### src/rtl/rr_arb_pkg.sv
// Shared types and constants for the four-way round-robin select arbiter.
package rr_arb_pkg;

  localparam int unsigned N_REQ = 4;
  localparam int unsigned SEL_W = 2;

  typedef enum logic {IDLE, BUSY} arb_state_t;

  typedef logic [SEL_W-1:0] sel_t;

  function automatic logic [N_REQ-1:0] sel_onehot(input sel_t s);
    return N_REQ'(1) << s;
  endfunction

endpackage

### src/rtl/rr_pick4.sv
// Rotating-priority scan: returns the first eligible requester at or after ptr.
module rr_pick4
  import rr_arb_pkg::*;
(
  input  logic [N_REQ-1:0] req,
  input  logic [N_REQ-1:0] mask,
  input  sel_t             ptr,
  output sel_t             idx,
  output logic             any
);

  logic [N_REQ-1:0] eligible;
  sel_t             cand;

  always_comb begin
    eligible = req & ~mask;
    any      = |eligible;
    idx      = ptr;
    cand     = ptr;
    // Walk from the farthest offset down so the nearest eligible source wins.
    for (int i = N_REQ - 1; i >= 0; i--) begin
      cand = sel_t'(ptr + sel_t'(i));
      if (eligible[cand]) begin
        idx = cand;
      end
    end
  end

endmodule

### src/rtl/rr_sel_arbiter.sv
// Round-robin arbiter producing the registered 2-bit select and one-hot grant for a 4:1 mux.
module rr_sel_arbiter
  import rr_arb_pkg::*;
#(
  parameter int unsigned HOLD_MAX = 8,
  parameter int unsigned CNT_W    = 8
) (
  input  logic             clk,
  input  logic             reset,
  input  logic [N_REQ-1:0] req,
  input  logic             done,
  output logic [SEL_W-1:0] sel,
  output logic [N_REQ-1:0] grant,
  output logic             valid
);

  arb_state_t       state_q;
  sel_t             ptr_q;
  sel_t             sel_q;
  logic [N_REQ-1:0] grant_q;
  logic             valid_q;
  logic [CNT_W-1:0] hold_cnt_q;

  logic             hold_exp;
  logic             release_c;
  sel_t             pick_ptr;
  logic [N_REQ-1:0] pick_mask;
  sel_t             pick_idx;
  logic             pick_any;

  assign hold_exp  = (hold_cnt_q == CNT_W'(HOLD_MAX - 1));
  assign release_c = done | ~req[sel_q] | hold_exp;

  // One picker serves both the idle pick and the release re-pick; a source
  // that signalled done is excluded from the re-pick it triggered.
  always_comb begin
    pick_ptr  = ptr_q;
    pick_mask = '0;
    if (state_q == BUSY) begin
      pick_ptr = sel_t'(sel_q + sel_t'(1));
      if (done) begin
        pick_mask = sel_onehot(sel_q);
      end
    end
  end

  rr_pick4 u_pick (
    .req  (req),
    .mask (pick_mask),
    .ptr  (pick_ptr),
    .idx  (pick_idx),
    .any  (pick_any)
  );

  always_ff @(posedge clk) begin
    if (reset) begin
      state_q    <= IDLE;
      ptr_q      <= '0;
      sel_q      <= '0;
      grant_q    <= '0;
      valid_q    <= 1'b0;
      hold_cnt_q <= '0;
    end else begin
      case (state_q)
        IDLE: begin
          if (pick_any) begin
            state_q    <= BUSY;
            sel_q      <= pick_idx;
            grant_q    <= sel_onehot(pick_idx);
            valid_q    <= 1'b1;
            hold_cnt_q <= '0;
          end
        end
        BUSY: begin
          if (!release_c) begin
            hold_cnt_q <= hold_cnt_q + CNT_W'(1);
          end else begin
            ptr_q <= pick_ptr;
            if (pick_any) begin
              sel_q      <= pick_idx;
              grant_q    <= sel_onehot(pick_idx);
              valid_q    <= 1'b1;
              hold_cnt_q <= '0;
            end else begin
              // Nobody left: go idle but keep sel pointing at the last owner.
              state_q <= IDLE;
              grant_q <= '0;
              valid_q <= 1'b0;
            end
          end
        end
        default: state_q <= IDLE;
      endcase
    end
  end

  assign sel   = sel_q;
  assign grant = grant_q;
  assign valid = valid_q;

endmodule

### config.mk
export PLATFORM = sky130hd
export DESIGN_NAME = rr_sel_arbiter
export DESIGN_NICKNAME = d
export VERILOG_FILES = /design/src/rtl/rr_arb_pkg.sv /design/src/rtl/rr_pick4.sv /design/src/rtl/rr_sel_arbiter.sv
export SDC_FILE = /design/constraint.sdc
export NUM_CORES = 1
export LEC_CHECK = 0
export CORE_ASPECT_RATIO = 1.75
export CORE_MARGIN = 3
export CORE_UTILIZATION = 45
export CTS_CLUSTER_SIZE = 12
export DETAILED_ROUTE_END_ITERATION = 10
export GPL_ROUTABILITY_DRIVEN = 0
export GPL_TIMING_DRIVEN = 0
export PLACE_DENSITY_LB_ADDON = 0.15
export SLEW_MARGIN = 0
export SYNTH_ARGS = -nofsm -noshare
export SYNTH_HDL_FRONTEND = slang
export SYNTH_SLANG_ARGS = --single-unit
export TNS_END_PERCENT = 10
### constraint.sdc
create_clock -name clk -period 4.55 [get_ports clk]
set_clock_uncertainty 0.1 [all_clocks]
set_input_delay 0.91 -clock clk [delete_from_list [all_inputs] [get_ports clk]]
set_output_delay 0.91 -clock clk [all_outputs]
set_load 0.01 [all_outputs]
==> metrics <==
status=complete, no violations; Worst Max-Slew Pin Slew=0.510 ns; DRT Wirelength=2330 um; remaining antenna violation count=0; DRC viols=0; endpoints failing setup=0; cell with the most instances after synthesis=nor2_1; H-tree depth=1; GR Util All Layers=0.166; predominant post-synthesis flop cell=dfxtp_1; register area=360 sq um; Post-synth EDFFs=0; Largest delay share family, worst path=compound AO/OA/AOI/OAI gates; Initial Util=0.485; delay of the slowest cell on the worst path=0.55 ns; # Post-CTS Setup Buffers=0; Inserted Clock Buffers=3; n_diodes=0; DRT iter0 DRCs=31; PostCTS Resize Cnt=0; Req. time, crit path=4.68 ns; min cycle time layout=about 3.0 ns; WS Path Type=input pin to flop; Synth Area per Inst=8.46 sq um; Synth area leader=dfxtp_1; # hold bufs at CTS=0; PwrDens=326 mW/mm^2; period utilization=0.658; Post-synth top cells=nor2_1 (20), dfxtp_1 (18), nand2_1 (10); initial antenna violation count=0; DR WL/cell=14.2 um; Nets=153; worst-path maximum fanout=8; global-route wire length before repair=3870 um; Synth Cell Area=0.00104 sq mm; DP HPWL=1800 um; core area=0.00215 sq mm; chip height=69.6 um; final setup margin=1.55 ns; share of synthesized registers carrying an async set or reset=0; Leak=approximately 0.46 nW; YS warnings=0; register area share after synthesis=0.346; Overflow after GRT=0; Die Area=0.00295 sq mm; io pins=14; fmax=0.334 GHz; Yosys reg bits=18; Die X=42.4 um; area added between synthesis and finish=18.9%; footprint of the multi-input gates=643 sq um; post-synth top area share=0.346; CP endpoint kind=flop; Critical Path Slowest Stage Cell=clkdlybuf4s50_1; CTS Root Cell=clkbuf_4; fin. max-slew vios=0; r2r setup slk=about 1.9 ns; Final Hold Fails=0; Clock Latency Late Sink=0.30 ns; CP Launch Type=input pin; pin count of the biggest net entering global routing=11; synthesized instance count=123; Hold WC Path Type=flop to flop; Post-Syn Nets=135; setup TNS=0 ns; Cell Rows=22; WP buf/inv=1; share of cells above drive strength 1=0.100; RSZ-0062 raised after global routing=no; PortBufs=13; post-DR vias/cell=5.76; Place WS=1.25 ns; vias in the first global route=940; via count=approximately 940; synth unique cells=40; total iterations of the first detailed-routing run=4; clk sink count=18; data arrival time of the worst path=3.13 ns; CTS clk-pin slew, worst paths=0.10 ns; Peak VDD IR=170 uV; FILL cells=214; TritonCTS clock tree=done; Area contributors post-synth=dfxtp_1 (35%), nor2_1 (7.2%), ha_1 (6.0%); Worst slew margin=0.656; CP Cell Sequence=clkdlybuf4s50_1 > and3_1 > a2111oi_2 > a31oi_1 > a31o_2 > or4_1 > a21oi_1; MaxCap Viol Count=0; Bufs on Longest Clock Path=2
-- routing by layer --
| metal | part of all wire | vias to the layer above | track usage |
|---|---|---|---|
| li1 | - | 482 | - |
| met1 | 0.39 | 435 | 0.173 |
| met2 | 0.54 | 18 | 0.294 |
| met3 | 0.028 | 9 | 0.0208 |
| met4 | 0.041 | 0 | 0.114 |
| met5 | 0 | - | 0 |
-- kinds of logic (layout without fill, tap and decap cells) --
family | after synthesis | after routing | synth area share
flip-flops | 18 | 18 | 0.346
buffers and inverters | 9 | 26 | 0.0361
XOR/XNOR | 5 | 5 | 0.0421
adder cells (fa/ha/maj) | 5 | 5 | 0.0601
AND/OR/NAND/NOR | 53 | 53 | 0.250
multiplexers | 4 | 4 | 0.0517
AO/OA/AOI/OAI | 29 | 29 | 0.214
-- layout by cell type (no fill, tap or decap), drive strengths merged, types with 4 or more instances in the layout --
cell type      instances
ha                     5
nand4                  4
inv                    7
clkdlybuf4s50         13
nand3                  5
nor2                  20
dfxtp                 18
a21oi                  9
clkbuf                 5
nand2                 10
-- tightest hold or removal path, stage by stage (launching register included) --
cell	delay [ns]
dfxtp_1	0.32
nand2_1	0.05
a21oi_1	0.05
-- registers in the layout, summed over array words and instances (netlist names) --
name        cells
grant           4
hold_cnt_q      8
ptr_q           2
sel             2
state_q         1
valid           1
-- report_power, final --
group	switching, W	internal, W
Combinational	0.0000640	0.0000587
Clock	0.0000511	0.0000489
Sequential	0.0000109	0.000170
-- worst paths after layout --
| kind | from | endpoint | depth (start not counted) |
|---|---|---|---|
| hold / removal | grant[3] | grant[3] | 2 |
| hold reg to reg | grant[3] | grant[3] | 2 |
| setup reg to reg | sel[0] | grant[1] | 8 |
| setup / recovery | done | grant[1] | 7 |
-- layout make-up --
cell class,instances,share of cell area
Multi-Input combinational cell,96,0.520
Tap cell,24,0.0243
Buffer,2,0.00910
Sequential cell,18,0.291
Clock buffer,4,0.0293
Inverter,7,0.0212
Timing Repair Buffer,13,0.105
-- stage by stage --
step	util	std cells	hold slack, ns	power (W)	instance area (sq um)
floorplan	-	123	0.356	0.000262	1040
global placement	0.559	160	0.341	0.000305	1200
detailed placement	0.559	160	0.352	0.000307	1200
CTS	0.576	164	0.366	0.000405	1240
global route	0.576	164	0.396	0.000428	1240
finish	0.576	164	0.359	0.000403	1240
Note: power is estimated with default switching activity, not from simulation.
